File: src/rtl/hmmm_host_loader_pkg.sv
// rtl/hmmm_host_loader_pkg.sv - shared widths, FSM states and error bit indices for the hmmm host loader
package hmmm_host_loader_pkg;
    localparam int DATA_W_DEF    = 16;
    localparam int ADDR_W_DEF    = 8;
    localparam int ERR_TRUNC     = 0;
    localparam int ERR_UNDERFLOW = 1;

    typedef enum logic [2:0] {
        ST_IDLE    = 3'd0,
        ST_PRE_RST = 3'd1,
        ST_LD_WAIT = 3'd2,
        ST_ADDR    = 3'd3,
        ST_DATA    = 3'd4,
        ST_BOOT    = 3'd5,
        ST_RUN     = 3'd6,
        ST_DONE    = 3'd7
    } state_t;
endpackage

File: src/rtl/hmmm_host_loader_io_port.sv
// rtl/hmmm_host_loader_io_port.sv - RUN-phase servicing of core reads/writes on the shared bus
module hmmm_host_loader_io_port
    import hmmm_host_loader_pkg::*;
#(
    parameter int DATA_W = DATA_W_DEF
) (
    input  logic              clk,
    input  logic              rst,
    input  logic              run,
    input  logic              clr,
    input  logic              cpu_read,
    input  logic              cpu_write,
    input  logic              cpu_halt,
    input  logic [DATA_W-1:0] bus_i,
    input  logic [DATA_W-1:0] in_data,
    input  logic              in_valid,
    output logic [DATA_W-1:0] bus_o,
    output logic              bus_oe,
    output logic              in_ready,
    output logic [DATA_W-1:0] out_data,
    output logic              out_valid,
    output logic              underflow
);
    logic              rd_act;
    logic              rd_first;
    logic              wr_act;
    logic              rd_q;
    logic [DATA_W-1:0] rd_hold;

    // Halt outranks both requests; a read outranks a simultaneous write.
    assign rd_act   = run && cpu_read && !cpu_halt;
    assign wr_act   = run && cpu_write && !cpu_read && !cpu_halt;
    assign rd_first = rd_act && !rd_q;
    assign in_ready = rd_first && in_valid;
    assign bus_oe   = rd_act;

    // A read held over several cycles pops once and keeps presenting that word.
    always_comb begin
        bus_o = '0;
        if (rd_first) begin
            bus_o = in_valid ? in_data : '0;
        end else if (rd_act) begin
            bus_o = rd_hold;
        end
    end

    always_ff @(posedge clk) begin
        if (rst) begin
            rd_q      <= 1'b0;
            rd_hold   <= '0;
            out_data  <= '0;
            out_valid <= 1'b0;
            underflow <= 1'b0;
        end else begin
            rd_q      <= rd_act;
            out_valid <= wr_act;
            if (rd_first) begin
                rd_hold <= bus_o;
            end
            if (wr_act) begin
                out_data <= bus_i;
            end
            if (clr) begin
                underflow <= 1'b0;
            end else if (rd_first && !in_valid) begin
                underflow <= 1'b1;
            end
        end
    end
endmodule

File: src/rtl/hmmm_host_loader.sv
// rtl/hmmm_host_loader.sv - program loader, boot sequencer and I/O host for the hmmm core (option HMMM_LOADER_CHECKSUM_EN adds csum)
module hmmm_host_loader
    import hmmm_host_loader_pkg::*;
#(
    parameter int DATA_W = DATA_W_DEF,
    parameter int ADDR_W = ADDR_W_DEF
) (
    input  logic              clk,
    input  logic              rst,
    input  logic              start,
    input  logic [DATA_W-1:0] s_data,
    input  logic              s_valid,
    input  logic              s_last,
    output logic              s_ready,
    output logic              cpu_rst,
    output logic              pgrm_addr,
    output logic              pgrm_data,
    input  logic              cpu_read,
    input  logic              cpu_write,
    input  logic              cpu_halt,
    input  logic [DATA_W-1:0] bus_i,
    output logic [DATA_W-1:0] bus_o,
    output logic              bus_oe,
    input  logic [DATA_W-1:0] in_data,
    input  logic              in_valid,
    output logic              in_ready,
    output logic [DATA_W-1:0] out_data,
    output logic              out_valid,
    output logic              busy,
    output logic              done,
    output logic [1:0]        err
`ifdef HMMM_LOADER_CHECKSUM_EN
    ,
    output logic [DATA_W-1:0] csum
`endif
);
    state_t            state;
    logic [ADDR_W-1:0] addr;
    logic [DATA_W-1:0] word;
    logic              last;
    logic              err_trunc;
    logic              ld_oe;
    logic [DATA_W-1:0] ld_bus;
    logic              start_acc;
    logic              io_oe;
    logic [DATA_W-1:0] io_bus;
    logic              underflow;

    assign start_acc = start && (state == ST_IDLE || state == ST_DONE);
    assign busy      = !(state == ST_IDLE || state == ST_DONE);
    assign done      = (state == ST_DONE);
    assign bus_oe    = ld_oe | io_oe;
    assign bus_o     = ld_oe ? ld_bus : io_bus;

    always_comb begin
        err                = '0;
        err[ERR_TRUNC]     = err_trunc;
        err[ERR_UNDERFLOW] = underflow;
    end

    always_ff @(posedge clk) begin
        if (rst) begin
            state     <= ST_IDLE;
            addr      <= '0;
            word      <= '0;
            last      <= 1'b0;
            err_trunc <= 1'b0;
            cpu_rst   <= 1'b1;
            s_ready   <= 1'b0;
            pgrm_addr <= 1'b0;
            pgrm_data <= 1'b0;
            ld_oe     <= 1'b0;
            ld_bus    <= '0;
        end else begin
            pgrm_addr <= 1'b0;
            pgrm_data <= 1'b0;
            ld_oe     <= 1'b0;
            ld_bus    <= '0;
            case (state)
                ST_IDLE, ST_DONE: begin
                    if (start_acc) begin
                        addr      <= '0;
                        err_trunc <= 1'b0;
                        cpu_rst   <= 1'b1;
                        state     <= ST_PRE_RST;
                    end
                end
                ST_PRE_RST: begin
                    cpu_rst <= 1'b0;
                    s_ready <= 1'b1;
                    state   <= ST_LD_WAIT;
                end
                ST_LD_WAIT: begin
                    if (s_valid) begin
                        word      <= s_data;
                        last      <= s_last;
                        s_ready   <= 1'b0;
                        pgrm_addr <= 1'b1;
                        ld_oe     <= 1'b1;
                        ld_bus    <= DATA_W'(addr);
                        state     <= ST_ADDR;
                    end
                end
                ST_ADDR: begin
                    pgrm_data <= 1'b1;
                    ld_oe     <= 1'b1;
                    ld_bus    <= word;
                    state     <= ST_DATA;
                end
                ST_DATA: begin
                    addr <= addr + 1'b1;
                    // Filling the last address ends the load even without s_last.
                    if (last || addr == {ADDR_W{1'b1}}) begin
                        err_trunc <= !last;
                        cpu_rst   <= 1'b1;
                        state     <= ST_BOOT;
                    end else begin
                        s_ready <= 1'b1;
                        state   <= ST_LD_WAIT;
                    end
                end
                ST_BOOT: begin
                    cpu_rst <= 1'b0;
                    state   <= ST_RUN;
                end
                ST_RUN: begin
                    if (cpu_halt) begin
                        state <= ST_DONE;
                    end
                end
                default: state <= ST_IDLE;
            endcase
        end
    end

`ifdef HMMM_LOADER_CHECKSUM_EN
    always_ff @(posedge clk) begin
        if (rst || start_acc) begin
            csum <= '0;
        end else if (state == ST_DATA) begin
            csum <= csum + word;
        end
    end
`endif

    hmmm_host_loader_io_port #(
        .DATA_W(DATA_W)
    ) u_io_port (
        .clk      (clk),
        .rst      (rst),
        .run      (state == ST_RUN),
        .clr      (start_acc),
        .cpu_read (cpu_read),
        .cpu_write(cpu_write),
        .cpu_halt (cpu_halt),
        .bus_i    (bus_i),
        .in_data  (in_data),
        .in_valid (in_valid),
        .bus_o    (io_bus),
        .bus_oe   (io_oe),
        .in_ready (in_ready),
        .out_data (out_data),
        .out_valid(out_valid),
        .underflow(underflow)
    );
endmodule
File: config.mk
export PLATFORM = sky130hd
export DESIGN_NAME = hmmm_host_loader
export DESIGN_NICKNAME = d
export VERILOG_FILES = /design/src/rtl/hmmm_host_loader_pkg.sv /design/src/rtl/hmmm_host_loader_io_port.sv /design/src/rtl/hmmm_host_loader.sv
export SDC_FILE = /design/constraint.sdc
export NUM_CORES = 1
export LEC_CHECK = 0
export CORE_ASPECT_RATIO = 0.8
export CORE_MARGIN = 5
export CORE_UTILIZATION = 48
export DETAILED_ROUTE_END_ITERATION = 10
export GPL_ROUTABILITY_DRIVEN = 1
export PLACE_DENSITY = 0.87
export SETUP_SLACK_MARGIN = 0.4
export SLEW_MARGIN = 20
export SYNTH_ARGS = -nofsm -noshare
export SYNTH_HDL_FRONTEND = slang
export SYNTH_SLANG_ARGS = --single-unit
File: constraint.sdc
create_clock -name clk -period 2.8 [get_ports clk]
set_input_delay 0.84 -clock clk [delete_from_list [all_inputs] [get_ports clk]]
set_output_delay 0.84 -clock clk [all_outputs]
set_load 0.005 [all_outputs]
# After elaboration in Yosys (flattened, before gate mapping)
# Cells that the tools add are included.
[totals] register_bits=85 input_bits=57 elab_cells=88
[op_classes] addsub=1 eq_ne=13 n_mux=25 bitwise_logic=2 reduce_logical=31
[ops] op="two-way mux 16 bit" n=4
[ops] op="one-hot mux 16 bit (2 select lines)" n=1
[ops] op="one-hot mux 3 bit (7 select lines)" n=1
[ops] op="two-way mux 8 bit" n=2
[ops] op="one-hot mux 8 bit (2 select lines)" n=1
[ops] op="== test 3 bit (second input constant)" n=4
[ops] op="two-way mux 3 bit" n=4
[ops] op="AND reduction 3 bit" n=4
[ops] op="!= test 2 bit (second input constant)" n=5
[ops] op="logical AND 1 bit" n=9
[ops] op="adder 8 x 1 -> 8 bit (second input constant)" n=1
[ops] op="== test 8 bit (second input constant)" n=1
[ops] op="two-way mux 1 bit" n=8
[ops] op="OR reduction 2 bit" n=4
[ops] op="== test 3 x 2 -> 1 bit (second input constant)" n=2
[ops] op="logical NOT 1 bit" n=6
[ops] op="one-hot mux 1 bit (3 select lines)" n=2
[ops] op="nonzero test 3 bit" n=2
[ops] op="one-hot mux 1 bit (2 select lines)" n=2
[ops] op="AND reduction 2 bit" n=2
[ops] op="== test 3 x 1 -> 1 bit (second input constant)" n=1
[ops] op="logical NOT 3 bit" n=1
[ops] op="logical OR 1 bit" n=2
[ops] op="nonzero test 2 bit" n=1
[ops] op="2 further kinds" n=2

# Logic depth before layout (Yosys ltp)
# Gate-level depths: netlist (run 1).
[logic_depth] ltp_word=6 ltp_mapped=7 mapped_depth_nobuf=5

# By module
# From an unflattened synthesis (run 1), not the netlist that was laid out.
[hier_totals] cells_unflattened=415 hier_area_um2=3547.2
[modules_own_cells] mod="hmmm_host_loader" instances=1 cells_each=245 area_each_um2=2115.8 seq_area_each_um2=1001.0
[modules_own_cells] mod="hmmm_host_loader_io_port" instances=1 cells_each=170 area_each_um2=1431.4 seq_area_each_um2=700.7

# Worst setup path after synthesis (run 1)
# Ideal clock, no wire load.
[synth_timing] kind="input to output" from="input cpu_halt" to="output in_ready" arrival_ns=1.873 required_ns=1.960 path_slack_ns=0.087 cell_stages=4 cell_sequence="and4bb_2 nor3b_2 buf_2 and2_1"
[synth_via] elab_chain_len=4
[synth_lines] item="start: declaration" line_no="hmmm_host_loader.sv:20" text="input logic cpu_halt,"
[synth_lines] item="logical NOT 1 bit" line_no="hmmm_host_loader_io_port.sv:31" text="assign rd_act = run && cpu_read && !cpu_halt;"
[synth_lines] item="logical AND 1 bit" line_no="hmmm_host_loader_io_port.sv:31"
[synth_lines] item="logical AND 1 bit" line_no="hmmm_host_loader_io_port.sv:33" text="assign rd_first = rd_act && !rd_q;"
[synth_lines] item="logical AND 1 bit" line_no="hmmm_host_loader_io_port.sv:34" text="assign in_ready = rd_first && in_valid;"
[synth_lines] item="end: declaration" line_no="hmmm_host_loader.sv:26" text="output logic in_ready,"
# Every way passes these cells.

# Worst setup path after layout (run 1)
[layout_timing] from="input cpu_halt" to="output bus_o[5]"
[layout_via] elab_chain_len=5
[layout_lines] item="logical NOT 1 bit (*)" line_no="hmmm_host_loader_io_port.sv:31"
[layout_lines] item="logical AND 1 bit (*)" line_no="hmmm_host_loader_io_port.sv:31"
[layout_lines] item="two-way mux 16 bit / logical AND 1 bit (equally long branches)" line_no="hmmm_host_loader_io_port.sv:42, hmmm_host_loader_io_port.sv:33"
[layout_lines] item="two-way mux 16 bit (*)" line_no="hmmm_host_loader_io_port.sv:40" text="if (rd_first) begin"
[layout_lines] item="two-way mux 16 bit (*)" line_no="hmmm_host_loader.sv:53" text="assign bus_o = ld_oe ? ld_bus : io_bus;"
[layout_lines] item="end: declaration" line_no="hmmm_host_loader.sv:22" text="output logic [DATA_W-1:0] bus_o,"
# Mark *: on every way between the ends. The rest lies on a longest branch, timed or not.

==> qor.yml, run 1 <==
outcome:
  status: "complete, no violations"
detailed_routing:
  wirelength_um: 10700
  detailroute.via_count: 3639
  drt_first_pass_iters: 5
  drt_drc_violations_left: 0
  detail_route.wl_per_cell_um: 16.3
  detailedRoute.firstIterationViolations: 381
  routed_via_density: 5.57
  detail-route-antenna-nets: 0
timing:
  setup-violations-final: 0
  maxSlewHeadroom_pct: 57.6
  timing.setup.tns_ns: 0
  finalWorstPathRequiredPeriod_ns: 2.72
  timing.final.crit_share_pct: 97.2
  grt_setup_unrepaired: "yes"
  fmaxAchievable_mhz: 367
  timing.final.max_slew_violations: 0
  count_of_endpoints_failing_hold_in_the_final_timing_report: 0
  worst_margin_slew_ns: 0.637
  finalClockSkew_ns: 0.00973
floorplanning:
  floorplan.initialDensity_pct: 49.2
  die_area_sq_um: 9380
  num_rows: 28
  area_of_the_placeable_core_sq_um: 7360
  design.portCount: 100
  floorplan.die.height_um: 87.6
  chipWidth_um: 107
cells_and_area:
  final_cells: 653
  antenna_cells_inserted: 0
  syn_to_final_growth_pct: 42.3
  finish.net_count: 617
  layout-drive-gt1-share_pct: 16.9
  finish.instance_area_sq_um: 5150
synthesis:
  area_share_of_the_largest_cell_type_after_synthesis_pct: 47.0
  synth.ff_latch_count: 85
  post_synth.cell_area_avg_sq_um: 7.99
  synth_warnings: 0
  synth_largest_area_cell: "dfxtp_1"
  ys_types: 44
  synth_top_cells_by_area: "dfxtp_1 (47%), nand2_1 (9.2%), a21oi_1 (8.0%), nor2_1 (6.4%), mux2i_1 (4.4%)"
  cells_after_synthesis: 453
  mappedNetlistArea_sq_um: 3620
  nets_in_the_synthesized_netlist: 511
  synth.yosys.seq_area_share_pct: 47.0
power_and_ir_drop:
  share_clk_of_total_power_pct: 33.0
  power_switching_mw: 0.573
  power.share.combinational_pct: 12.7
  p_int_mw: 1.71
  leakage_power_summed_over_all_cells_nw: 2.06
  power_frac_seq_pct: 54.3
  power_density_nw_per_um2: 443
  irDropWorstVdd_mv: 0.328
  power.share.switching_pct: 25.1
clock_network:
  clk-insertion-delay-late_ns: 0.34
  cts_inserted_buffers: 9
  cts_root_buffer: "clkbuf_8"
  cts_tree: "built"
  cts_max_path_buffers: 2
  clkTransAtPathRegs_ns: 0.07
  cts-hold-fix-buffers: 0
  clock_sink_count: 85
  htree_levels: 3
grt:
  first_global_vias: 3558
  first_pass_grt_wire_length_um: 17200
  groute.usage.overall_pct: 22.8
  antenna_found_initial: 0
  grt_remaining_overflow: 0
  maximum_number_of_pins_on_one_net_before_global_route_repair: 46
setup_path:
  setup.worst_path.start: "cpu_halt"
  crit_end: "bus_o[5]"
  rr_worst_depth: 7
  critical_path.startpoint_type: "input pin"
  worst-endpoint-required_ns: 1.96
  worst-endpoint-arrival_ns: 1.88
  critical_path.max_fanout: 8
  timing.reg2reg.setup_slack_ns: 0.58
  timing.setup.critical_path_class: "in -> out"
  crit_path_end_kind: "primary output"
  r2r_path_end: "addr[7]$_SDFFE_PP0P_"
  rr_startpoint: "state[1]$_SDFFE_PP0P_"
place:
  hpwl_um: 7030
  globalplace.congestion: 0.937
  place.port_buffers: 99
  placed_area_sq_um: 4760
  place_inst: 620
worst_hold_path:
  timing.hold.worst.class: "reg -> reg"
  min-delay-start: "word[12]$_SDFFE_PP0P_"
flow_run:
  maxCapViolCount: 0
[power by group through the flow]
stage               Clock, mW  Combinational, mW  Sequential, mW
detailed placement          0              0.259            1.27
CTS                     0.777              0.285            1.24
global route            0.837              0.312            1.24
floorplan                   0              0.129            1.26
global placement            0              0.252            1.26
finish                  0.754              0.289            1.24
[per-layer routing]
layer | part of all wire [%] | global-route usage, %
met5 | 0 | 0
met4 | 2.0 | 7.67
met3 | 10 | 8.62
met2 | 47 | 38.7
met1 | 40 | 26.9
[worst max-delay path, stage by stage]
cell and delay, ns:
buf_6 0.09, and4bb_4 0.35, nand2_8 0.10, buf_4 0.15, o31ai_2 0.18, buf_2 0.16
[stage by stage]
step / utilization, % / hold slack, ns / setup slack [ns] / power, mW
floorplan: - / 0.430 / 0.191 / 1.39
global placement: 64.7 / 0.434 / -0.722 / 1.52
detailed placement: 64.7 / 0.442 / -0.781 / 1.52
CTS: 69.8 / 0.453 / 0.0577 / 2.30
global route: 70.0 / 0.481 / 0.0546 / 2.39
finish: 70.0 / 0.452 / 0.0778 / 2.28
[cell families after synthesis]
kind of cell / count (synthesis) / share of synthesized area (%)
buf+inv: 40 / 4.91
flops: 85 / 47.0
compound gates: 105 / 17.9
fa+ha+maj: 1 / 0.346
mux: 16 / 4.43
simple gates: 206 / 25.4
[cell type report]
type / instances / area (sq um)
fillers: 585 / 2210
multi-input cells: 328 / 1900
flip-flops and latches: 85 / 1700
repair buffers: 132 / 1260
clock buffers: 11 / 141
well taps: 90 / 113
clock inverters: 4 / 25.0
inverters: 3 / 11.3
[placed cells by master (no fill, tap or decap), types with 10 or more instances in the layout]
| cell type | count |
|---|---|
| nand2_1 | 88 |
| dfxtp_1 | 84 |
| nor2_1 | 61 |
| clkdlybuf4s50_1 | 61 |
| a21oi_1 | 54 |
| nand3_1 | 21 |
| buf_4 | 21 |
| buf_2 | 18 |
| dlygate4sd2_1 | 17 |
| mux2i_1 | 16 |
| clkbuf_8 | 10 |
[cells in the mapped netlist]
cell type and count:
nor4_1 1, o32a_1 1, or4b_4 1, o31ai_2 1, nor2b_1 2, or4b_1 2
and3_1 2, nand4_1 3, o31a_1 1, nor3b_1 1, buf_1 1, a311oi_1 1
nor3_1 3, o21ai_0 6, o31ai_1 18, and4_1 1, and2_1 9, a21o_1 1
clkbuf_1 28, inv_1 3, nor3b_2 1, o21a_1 2, nand3_1 21, and4bb_2 1
nand2_1 89, a21oi_1 58, a2111oi_2 1, buf_6 2, o2bb2ai_1 1, nor4b_1 1
buf_4 2, a31oi_1 2, a22oi_1 9, or3_1 1, a211oi_1 2, or3b_1 1
nand2b_1 3, nor2_1 62, ha_1 1, a221o_1 1, nand3b_1 1, mux2i_1 16
buf_2 4, dfxtp_1 85
[how the worst min path moves through the flow]
stage	endpoint	slack, ns	depth (start not counted)
finish	word[12]$_SDFFE_PP0P_	0.45	2
global route	u_io_port.rd_hold[9]$_SDFFE_PP0N_	0.48	2
CTS	word[12]$_SDFFE_PP0P_	0.45	2
detailed placement	word[12]$_SDFFE_PP0P_	0.44	2
global placement	ld_bus[15]$_SDFF_PP0_	0.43	1
floorplan	ld_bus[10]$_SDFF_PP0_	0.43	1
[timing repair]
item / CTS / global route
setup buffers: 15 / 0
resized for setup: 124 / 3
setup endpoints to repair: 20 / 19
cloned: 3 / 0
hold endpoints to repair: 0 / 0
pin swaps: 20 / 3
[sequential cells by signal, summed over array words and instances, names as in the netlist, 3 cells and up]
signal	count
ld_bus	16
u_io_port.out_data	16
addr	8
word	16
u_io_port.rd_hold	16
state	3
(Power assumes the default switching activity.)
==> inputs of run 2 (changes only) <==
Settings changed: REMOVE_ABC_BUFFERS from default to 1.
==> run 2 against run 1 <==
  * Via count grew 1.2%
  * Critical path depth is the same
  * Count of clock-buffer cells in the layout shrank 2
  * Combinational power grew 2%
  * Sequential cell count is the same
  * Die area is the same
  * First-iteration DRC count shrank 26%
  * Sequential power is essentially flat
  * Largest power group unchanged
==> qor.yml, run 2 (same netlist as run 1, synthesis figures left out) <==
outcome:
  status: "complete, no violations"
power_and_ir_drop:
  power.share.combinational_pct: 11.9
  power_density_nw_per_um2: 482
  power_frac_seq_pct: 49.6
  share_clk_of_total_power_pct: 38.5
  irDropWorstVdd_mv: 0.364
  power_switching_mw: 0.616
  power.share.switching_pct: 24.7
  leakage_power_summed_over_all_cells_nw: 2.09
  p_int_mw: 1.88
worst_hold_path:
  timing.hold.worst.class: "reg -> reg"
detailed_routing:
  wirelength_um: 10800
  drt_first_pass_iters: 5
  routed_via_density: 5.62
  drt_drc_violations_left: 0
  detailedRoute.firstIterationViolations: 281
  detail_route.wl_per_cell_um: 16.5
  detail-route-antenna-nets: 0
  detailroute.via_count: 3683
timing:
  count_of_endpoints_failing_hold_in_the_final_timing_report: 0
  worst_margin_slew_ns: 0.643
  timing.final.max_slew_violations: 0
  fmaxAchievable_mhz: 367
  finalClockSkew_ns: 0.00836
  maxSlewHeadroom_pct: 57.2
  finalWorstPathRequiredPeriod_ns: 2.73
  timing.setup.tns_ns: 0
  setup-violations-final: 0
  timing.final.crit_share_pct: 97.3
  whs_ns: 0.450
  grt_setup_unrepaired: "yes"
grt:
  first_pass_grt_wire_length_um: 17100
  antenna_found_initial: 0
  maximum_number_of_pins_on_one_net_before_global_route_repair: 53
  grt_remaining_overflow: 0
  groute.usage.overall_pct: 22.7
  first_global_vias: 3557
floorplanning:
  floorplan.initialDensity_pct: 49.2
  floorplan.die.height_um: 87.6
  chipWidth_um: 107
  design.portCount: 100
  area_of_the_placeable_core_sq_um: 7360
  die_area_sq_um: 9380
  num_rows: 28
clock_network:
  cts-hold-fix-buffers: 0
  cts_inserted_buffers: 9
  htree_levels: 3
  clock_sink_count: 85
  cts_max_path_buffers: 2
  clk-insertion-delay-late_ns: 0.36
  clkTransAtPathRegs_ns: 0.09
  cts_root_buffer: "clkbuf_8"
  cts_tree: "built"
cells_and_area:
  syn_to_final_growth_pct: 43.1
  antenna_cells_inserted: 0
  layout-drive-gt1-share_pct: 17.2
  finish.net_count: 618
  most_used_cells_in_the_layout_excluding_fill_and_tap_cells: "nand2_1 (88), dfxtp_1 (84), clkdlybuf4s50_1 (60)"
  most_common_library_cell_in_the_layout_ignoring_fill_and_taps: "nand2_1"
setup_path:
  crit_path_end_kind: "primary output"
  slowest_delay_ns: 0.36
  path_cells: "buf_6, and4bb_2, nand2_4, buf_8, o31ai_4, buf_2"
  cp_num_buf_inv: 3
  critical_path.startpoint_type: "input pin"
  critical_path.max_fanout: 6
  worst_path_dominant_cell_family: "simple AND/OR/NAND/NOR gates"
  worst-endpoint-arrival_ns: 1.89
  worst_path_max_delay_cell: "and4bb_2"
  timing.setup.critical_path_class: "in -> out"
  timing.reg2reg.setup_slack_ns: 0.59
  worst-endpoint-required_ns: 1.96
flow_run:
  maxCapViolCount: 0
place:
  hpwl_um: 6790
  place.port_buffers: 99
  globalplace.congestion: 0.900
## run 2: worst paths after layout
path	from	endpoint	cells past startpoint
worst max register to register	state[2]$_SDFFE_PP0P_	addr[7]$_SDFFE_PP0P_	7
worst max-delay path	cpu_halt	bus_o[0]	6
worst min-delay path	word[9]$_SDFFE_PP0P_	ld_bus[9]$_SDFF_PP0_	1
worst min register to register	word[9]$_SDFFE_PP0P_	ld_bus[9]$_SDFF_PP0_	1
## run 2: layer usage
metal / track usage, % / up-vias / routed length [um]
met4: 8.71 / 0 / 144
met2: 37.9 / 187 / 5220
met5: 0 / - / 0
met1: 27.5 / 1710 / 4380
li1: - / 1767 / -
met3: 7.37 / 19 / 1050
## run 2: worst reg2reg max path: stages (launching register included)
cell     delay (ns)
dfxtp_2        0.35
buf_6          0.10
buf_4          0.12
buf_4          0.18
or3b_1         0.53
or4b_4         0.61
nand3_1        0.11
o31ai_2        0.07
## run 2: cell type report
| cell class | instances | area (sq um) |
|---|---|---|
| Clock inverter | 7 | 97.6 |
| Inverter | 3 | 11.3 |
| Tap cell | 90 | 113 |
| Clock buffer | 9 | 124 |
| Sequential cell | 85 | 1700 |
| Timing Repair Buffer | 133 | 1230 |
| Fill cell | 551 | 2180 |
| Multi-Input combinational cell | 328 | 1900 |
## run 2: power by group through the flow
stage          Combinational, mW  Sequential, mW  Clock [mW]
4_1_cts                    0.271            1.24       0.972
6_report                   0.296            1.24       0.961
2_1_floorplan             0.0794            1.28           0
3_3_place_gp               0.251            1.26           0
3_5_place_dp               0.256            1.26           0
5_1_grt                    0.318            1.24        1.03
## run 2: what timing repair did
action                                  4_1_cts  5_1_grt
setup buffers                                 7        4
endpoints found under the setup margin       20       19
pin swaps                                    22        2
gates cloned                                  2        1
resized for setup                           130        9
## run 2: through the flow
stage	cell area (sq um)	cells	util (%)	power, mW	setup WS, ns
after floorplan	3450	416	-	1.36	0.0110
after global placement	4730	625	64.3	1.51	-0.717
after detailed placement	4730	625	64.3	1.52	-0.810
after CTS	5090	650	69.3	2.48	0.0983
after global routing	5180	655	70.4	2.59	0.0166
final	5180	655	70.4	2.49	0.0747
